<file path="config.mk">
export PLATFORM = sky130hd
export DESIGN_NAME = l_class_oc_echo_drain
export DESIGN_NICKNAME = d
export VERILOG_FILES = /design/src/rtl/l_class_oc_echo_drain.sv
export SDC_FILE = /design/constraint.sdc
export NUM_CORES = 1
export LEC_CHECK = 0
export ABC_AREA = 1
export BUFFER_PORTS_ARGS = -buffer_cell sky130_fd_sc_hd__buf_2
export CAP_MARGIN = 10
export CORE_AREA = 2 2 92 94
export CTS_CLUSTER_DIAMETER = 40
export CTS_CLUSTER_SIZE = 40
export DETAILED_ROUTE_END_ITERATION = 6
export DIE_AREA = 0 0 94 96
export GPL_TIMING_DRIVEN = 0
export PLACE_DENSITY = 0.72
export REMOVE_ABC_BUFFERS = 1
export SYNTH_ARGS = -nofsm -noshare
export SYNTH_HDL_FRONTEND = slang
export SYNTH_SLANG_ARGS = --single-unit
</file>
<file path="constraint.sdc">
create_clock -name CLK -period 2.1 [get_ports CLK]
set_input_delay 0.21 -clock CLK [delete_from_list [all_inputs] [get_ports CLK]]
set_output_delay 0.21 -clock CLK [all_outputs]
set_load 0.02 [all_outputs]
</file>
<file path="src/rtl/l_class_oc_echo_drain.sv">
// -----------------------------------------------------------------------------
// l_class_oc_echo_drain
//
// Pulls one 32-bit message at a time from an upstream Fifo and holds it for a
// programmable number of cycles. It then echoes the message on the "heard"
// indication and counts every delivered message. Only one message is ever in
// flight, and the FSM steps IDLE -> (WAIT) -> SEND -> IDLE.
//
// Parameters
//   DELAY_INIT     8-bit delay value loaded into the delay register at reset.
//
// Ports
//   CLK            rising-edge clock for all state
//   nRST           asynchronous active-low reset
//   first          head value of the upstream Fifo
//   first__RDY     upstream head valid
//   deq__ENA       dequeue strobe to the upstream Fifo (combinational, IDLE only)
//   deq__RDY       upstream dequeue permitted
//   heard__ENA     indication strobe, one message per asserted cycle
//   heard_v        indication payload (always the captured data register)
//   heard__RDY     indication sink ready
//   setDelay__ENA  load a new delay
//   setDelay_v     new delay value in cycles
//   setDelay__RDY  setDelay accepted when high (IDLE only)
//   count          number of messages delivered on heard (wraps at 2^16)
//   count__RDY     count valid, tied high
// -----------------------------------------------------------------------------
module l_class_oc_echo_drain #(
    parameter logic [7:0] DELAY_INIT = 8'd0
) (
    input  logic        CLK,
    input  logic        nRST,
    input  logic [31:0] first,
    input  logic        first__RDY,
    output logic        deq__ENA,
    input  logic        deq__RDY,
    output logic        heard__ENA,
    output logic [31:0] heard_v,
    input  logic        heard__RDY,
    input  logic        setDelay__ENA,
    input  logic [7:0]  setDelay_v,
    output logic        setDelay__RDY,
    output logic [15:0] count,
    output logic        count__RDY
);

    typedef enum logic [1:0] {
        IDLE = 2'd0,
        WAIT = 2'd1,
        SEND = 2'd2
    } state_t;

    state_t      state_r;
    state_t      state_nxt_s;
    logic [31:0] data_r;
    logic [31:0] data_nxt_s;
    logic [7:0]  cnt_r;
    logic [7:0]  cnt_nxt_s;
    logic [7:0]  delay_r;
    logic [7:0]  delay_nxt_s;
    logic [15:0] count_r;
    logic [15:0] count_nxt_s;
    logic [7:0]  eff_delay_s;
    logic        deq_s;
    logic        heard_s;
    logic        set_rdy_s;
    logic        set_acc_s;

    // State, data, down-counter, delay and delivery-count registers.
    always_ff @(posedge CLK or negedge nRST) begin
        if (!nRST) begin
            state_r <= IDLE;
            data_r  <= 32'd0;
            cnt_r   <= 8'd0;
            delay_r <= DELAY_INIT;
            count_r <= 16'd0;
        end else begin
            state_r <= state_nxt_s;
            data_r  <= data_nxt_s;
            cnt_r   <= cnt_nxt_s;
            delay_r <= delay_nxt_s;
            count_r <= count_nxt_s;
        end
    end

    // Next-state and method-enable decode for the single-message FSM.
    always_comb begin
        state_nxt_s = state_r;
        data_nxt_s  = data_r;
        cnt_nxt_s   = cnt_r;
        delay_nxt_s = delay_r;
        count_nxt_s = count_r;
        eff_delay_s = delay_r;
        deq_s       = 1'b0;
        heard_s     = 1'b0;
        set_rdy_s   = 1'b0;
        set_acc_s   = 1'b0;

        case (state_r)
            IDLE: begin
                set_rdy_s = 1'b1;
                set_acc_s = setDelay__ENA && set_rdy_s;
                deq_s     = first__RDY && deq__RDY;
                // A delay written in the same cycle as a dequeue applies to
                // that very message, so bypass the stored register.
                if (set_acc_s) begin
                    delay_nxt_s = setDelay_v;
                    eff_delay_s = setDelay_v;
                end else begin
                    eff_delay_s = delay_r;
                end
                if (deq_s) begin
                    data_nxt_s = first;
                    cnt_nxt_s  = eff_delay_s;
                    if (eff_delay_s == 8'd0) begin
                        state_nxt_s = SEND;
                    end else begin
                        state_nxt_s = WAIT;
                    end
                end else begin
                    state_nxt_s = IDLE;
                end
            end
            WAIT: begin
                // Leaving on count 1 yields exactly D cycles in WAIT; count 0
                // is unreachable here but is treated as "done" rather than
                // wrapping to 255.
                if (cnt_r <= 8'd1) begin
                    cnt_nxt_s   = 8'd0;
                    state_nxt_s = SEND;
                end else begin
                    cnt_nxt_s   = cnt_r - 8'd1;
                    state_nxt_s = WAIT;
                end
            end
            SEND: begin
                heard_s = heard__RDY;
                if (heard__RDY) begin
                    count_nxt_s = count_r + 16'd1;
                    state_nxt_s = IDLE;
                end else begin
                    state_nxt_s = SEND;
                end
            end
            default: begin
                state_nxt_s = IDLE;
                cnt_nxt_s   = 8'd0;
            end
        endcase
    end

    // Dequeue is suppressed while reset is asserted, even though the state
    // register already reads IDLE.
    assign deq__ENA      = deq_s && nRST;
    assign heard__ENA    = heard_s;
    assign heard_v       = data_r;
    assign setDelay__RDY = set_rdy_s;
    assign count         = count_r;
    assign count__RDY    = 1'b1;

endmodule
</file>
==> results of run 1 <==
## worst max-delay path, stage by stage (launching register included)
cell,delay (ns)
dfrtp_1,0.49
nor2_1,0.59
buf_2,0.29
## cells by family (layout without fill, tap and decap cells)
family,Yosys count,after routing
xor+xnor,14,14
fa+ha+maj,3,3
buf+inv,46,149
compound gates,32,32
simple gates,238,238
flops,66,66
other cells,1,1
## cell usage after synthesis, drive strengths merged
| cell type | instances | area, um2 |
|---|---|---|
| nand4 | 4 | 25.0 |
| dfrtp | 66 | 1650 |
| nand2 | 190 | 716 |
| ha | 3 | 37.5 |
| o21ai | 28 | 140 |
| conb | 1 | 3.75 |
| xnor2 | 4 | 35.0 |
| nor3 | 4 | 31.3 |
| nand3 | 13 | 82.6 |
| nor2 | 27 | 114 |
| o21bai | 1 | 7.51 |
| a21oi | 1 | 5.00 |
| inv | 35 | 131 |
| buf | 11 | 57.6 |
| xor2 | 10 | 87.6 |
| o211ai | 2 | 15.0 |
## area by class of cell
type                    instances  area (um2)  share of cell area (%)
clock inverters                 6         105                    2.65
well taps                     105         131                    3.31
flip-flops and latches         66        1650                    41.6
inverters                      35         134                    3.37
clock buffers                  10         128                    3.21
repair buffers                 98         518                    13.0
multi-input cells             288        1310                    32.9
## metrics by stage
stage	total power, mW	hold WS, ns	worst slack [ns]	instances	utilization (%)
after floorplan	3.52	-0.0856	-0.166	389	-
after global placement	4.18	0.409	-0.748	590	45.9
after detailed placement	4.27	0.382	-0.0172	591	46.3
after CTS	5.57	0.00863	0.175	608	49.3
after global routing	5.97	0.0475	0.0114	608	49.3
final	5.50	-0.0291	0.195	608	49.3
## worst min-delay path by stage
stage,start,endpoint,slack [ns],depth (start not counted)
2_1_floorplan,nRST,cnt_r[0],-0.09,0
3_3_place_gp,first[27],heard_v[27],0.41,3
3_5_place_dp,nRST,heard_v[28],0.38,1
4_1_cts,nRST,heard_v[19],0.009,1
5_1_grt,nRST,heard_v[28],0.05,1
6_report,nRST,heard_v[28],-0.03,1
## power by group
part	switching [mW]	internal [mW]	leakage, nW
logic	1.40	0.716	1.32
clock network	0.470	0.783	0.120
registers	0.361	1.77	0.823
total	2.23	3.27	2.26
## registers in the layout, summed over array words and instances, names as in the netlist
register / count
cnt_r: 8
delay_r: 8
count: 16
heard_v: 32
state_r: 2
## repair_timing
| action | 4_1_cts | 5_1_grt |
|---|---|---|
| gates resized for setup | 2 | 0 |
| buffers inserted | 1 | 0 |
| setup endpoints to repair | 1 | 0 |
## layer usage
layer / part of all wire [%] / up-vias
met1: 45 / 1321
met2: 47 / 79
met4: 1.2 / 0
li1: - / 1422
met5: 0 / -
met3: 6.1 / 5
==> impl_metrics.json, run 1 <==
{
  "cap_violations": 0,
  "grt_max_degree": 68,
  "power_leakage_nw": 2.26,
  "grt-busiest-layer": "met2",
  "synthMuxAreaShare_pct": 0,
  "grtUsageMet2_pct": 27.9,
  "rsz0062_at_grt": "no",
  "whs_ns": -0.0291,
  "fin_crit_sh_pct": 90.7,
  "yosys_warnings": 0,
  "synth_seq_cells": 66,
  "grt_pass1_wl_um": 12100,
  "final_cell_mix": "189 x nand2_1, 95 x buf_2, 66 x dfrtp_1",
  "grtUsageMet1_pct": 21.3,
  "std_cell_rows": 33,
  "hold_viol": 28,
  "syn-cell-area_mm2": 0.00314,
  "die-area_mm2": 0.00902,
  "synth_top_family_by_area": "simple AND/OR/NAND/NOR gates",
  "area_growth_pct": 26.5,
  "cp.arrival_ns": 1.70,
  "root_buffer": "clkbuf_8",
  "diodes": 0,
  "tightestPinTransition_ns": 0.843,
  "ys_seq_area_share_pct": 52.6,
  "htree_levels": 3,
  "avgSynthCellArea_um2": 7.85,
  "worstSetupStartpointType": "flip-flop",
  "r2r_start": "cnt_r[0]",
  "antenna_found_initial": 0,
  "cts_buffer_depth": 2,
  "synth_cell_types": 24,
  "hold_path_class": "in2async",
  "cts_sinks": 66,
  "wl_um": 7010,
  "max_freq_mhz": 525,
  "violations": "hold timing",
  "drive_gt1_share_pct": 24.5,
  "setup_viol": 0,
  "initial_core_util_pct": 39.0,
  "clock_latency_ns": 0.33,
  "synth_xor_area_share_pct": 3.90,
  "cts_buffers": 9,
  "drc_errors": 0,
  "gp_congestion": 0.872,
  "fin_nets": 547,
  "final_common_cell": "nand2_1",
  "wire_per_inst_um": 11.5,
  "gr-usage-all-layers_pct": 17.0,
  "core-area_mm2": 0.00805,
  "critical_path_class": "reg2out",
  "r2r_slack_ns": 0.19,
  "slew_headroom_pct": 43.8,
  "grt_util_met3_pct": 4.86,
  "finClkSkew_ns": 0.00970,
  "hpwlAfterDp_um": 5070,
  "via_per_inst": 4.65,
  "vias": 2827,
  "die_width_um": 94,
  "dpl_cell_area_mm2": 0.00372,
  "timing.critical_path.to": "setDelay__RDY",
  "path_max_fanout": 13,
  "synthSimpleGateAreaFrac_pct": 30.8,
  "drtIter0Drc": 122,
  "ios": 98,
  "cts_hold_buf": 0,
  "required_ns": 1.89,
  "final_area_mm2": 0.00397,
  "min_period_ns": 1.91,
  "critPathCaptureType": "primary output",
  "dieHeight_um": 96,
  "crit_start": "state_r[0]",
  "fillers": 813,
  "peakVddDrop_uv": 633,
  "synth_compound_area_share_pct": 5.34,
  "tns_ns": 0,
  "io_buffers": 96,
  "powerDensity_mw_per_mm2": 1380,
  "synth_cells": 400,
  "outcome": "finished, violations left",
  "firstDrtPassIters": 4,
  "maxSlewViolCount": 0,
  "grt.overflow.total": 0,
  "grt_pass1_vias": 2765,
  "reg2reg_to": "cnt_r[4]",
  "synthAdderAreaFrac_pct": 1.20,
  "worst-r2r-cell-count": 9,
  "final_antenna_net_count": 0,
  "path_clk_slew_ns": 0.07,
  "cts_tree": "built"
}
Note: power is estimated with default switching activity, not from simulation.
==> run 2, diff against run 1 <==
- CORE_AREA: 2 2 92 94 -> 2 2 100 102
- DIE_AREA: 0 0 94 96 -> 0 0 102 104
- PLACE_DENSITY: 0.72 -> 0.64
==> run 2 against run 1 <==
Net effect: the run still ends with hold timing left; worst hold slack got worse by 0.012 ns; via count decreased by 2.8%; sequential share of layout area increased by 0.079 points; register-to-register slack better by 0.23 ns; global-route usage fell by 3.1 points; clock power down 12%; power decreased by 3.1%; final area is 0.19% lower; first-iteration DRC count decreased by 11%; largest power group is now combinational logic.
==> impl_metrics.json, run 2 (same netlist as run 1, synthesis figures left out) <==
{
  "outcome": "finished, violations left",
  "violations": "hold timing",
  "wl_um": 7050,
  "largest_reg_flops": 32,
  "core-area_mm2": 0.00955,
  "fin_crit_sh_pct": 91.6,
  "slew_headroom_pct": 43.0,
  "grt_pass1_vias": 2682,
  "std_cell_rows": 36,
  "max_freq_mhz": 520,
  "final_cell_mix": "189 x nand2_1, 95 x buf_2, 66 x dfrtp_1",
  "maxSlewViolCount": 0,
  "worstSetupStartpointType": "flip-flop",
  "worstPathCellList": "nor2_1 > buf_2",
  "final_area_mm2": 0.00397,
  "fillers": 1010,
  "powerDensity_mw_per_mm2": 1340,
  "cts_buffers": 9,
  "reg2reg_to": "cnt_r[3]",
  "via_per_inst": 4.32,
  "worst-r2r-cell-count": 9,
  "grt_max_degree": 68,
  "final_common_cell": "nand2_1",
  "area_growth_pct": 26.3,
  "crit_slowest_cell": "nor2_1",
  "grt.overflow.total": 0,
  "cap_violations": 0,
  "whs_ns": -0.0415,
  "critical_path_class": "reg2out",
  "root_buffer": "clkbuf_8",
  "clock_latency_ns": 0.34,
  "layout.cells.non_filler": 636,
  "path_max_fanout": 13,
  "hold_path_class": "in2async",
  "dieHeight_um": 104,
  "r2r_slack_ns": 0.42,
  "peakVddDrop_uv": 528,
  "drc_errors": 0,
  "fin_total_pwr_mw": 5.33,
  "setup_viol": 0,
  "r2r_start": "cnt_r[0]",
  "critPathCaptureType": "primary output",
  "fin_nets": 547,
  "final_antenna_net_count": 0,
  "dpl_cell_area_mm2": 0.00375,
  "hpwlAfterDp_um": 5100,
  "drtIter0Drc": 108,
  "ios": 98,
  "rsz0062_at_grt": "no",
  "firstDrtPassIters": 4,
  "io_buffers": 96,
  "cts_hold_buf": 0,
  "gp_congestion": 0.794,
  "post-route-util_pct": 41.5,
  "tightestPinTransition_ns": 0.856,
  "cts_buffer_depth": 2,
  "cp.arrival_ns": 1.71,
  "power_leakage_nw": 2.24,
  "path_clk_slew_ns": 0.08,
  "wire_per_inst_um": 11.1,
  "gr-usage-all-layers_pct": 13.9,
  "grt_pass1_wl_um": 11900,
  "vias": 2749,
  "hold_viol": 44,
  "die_width_um": 102,
  "antenna_found_initial": 0,
  "die-area_mm2": 0.0106,
  "place_inst": 619,
  "cp_slowest_stage_delay_ns": 0.61,
  "initial_core_util_pct": 32.9,
  "min_period_ns": 1.92,
  "htree_levels": 3,
  "drive_gt1_share_pct": 24.7,
  "cts_sinks": 66,
  "finClkSkew_ns": 0.00800,
  "diodes": 0,
  "cts_tree": "built",
  "required_ns": 1.89
}
[run 2: worst max path at each step]
stage | start | end | depth (start not counted)
2_1_floorplan | state_r[1] | deq__ENA | 5
3_3_place_gp | state_r[1] | deq__ENA | 6
3_5_place_dp | state_r[1] | deq__ENA | 6
4_1_cts | state_r[1] | deq__ENA | 6
5_1_grt | state_r[0] | setDelay__RDY | 2
6_report | state_r[0] | setDelay__RDY | 2
[run 2: timing repair]
action / in CTS / in global routing
endpoints found under the setup margin: 33 / 3
gates resized for setup: 1 / 3
buffers inserted: 1 / 0
pin swaps: 1 / 0
[run 2: routing by layer]
layer  share of wire [%]  GRT usage, %
met3                 6.9          4.03
met4                 1.5          5.24
met2                  44          21.4
met1                  47          18.6
met5                   0             0
[run 2: cell type report]
class	count	area (um2)	area share, %
Multi-Input combinational cell	288	1310	32.9
Clock buffer	10	138	3.47
Sequential cell	66	1650	41.7
Timing Repair Buffer	98	505	12.7
Clock inverter	6	65.1	1.64
Inverter	35	134	3.38
Tap cell	133	166	4.20
[run 2: stage by stage]
step	setup TNS (ns)	hold WS [ns]	setup slack, ns
finish	0	-0.0415	0.177
global placement	-20.62	0.410	-0.862
global route	0	0.0303	0.0237
detailed placement	-3.07	0.388	-0.317
CTS	0	0.00850	0.0288
floorplan	-0.166	-0.0856	-0.166
[run 2: report_power, final]
| part | leakage [nW] | switching [mW] | internal (mW) | total (mW) |
|---|---|---|---|---|
| registers | 0.823 | 0.336 | 1.77 | 2.10 |
| logic | 1.32 | 1.42 | 0.710 | 2.13 |
| clock network | 0.103 | 0.516 | 0.583 | 1.10 |
[run 2: critical path, delay by kind of cell, from the launching register on]
kind                   cells  cell delay, ns
buffers and inverters      1            0.29
DFF                        1            0.48
and+or+nand+nor            1            0.61
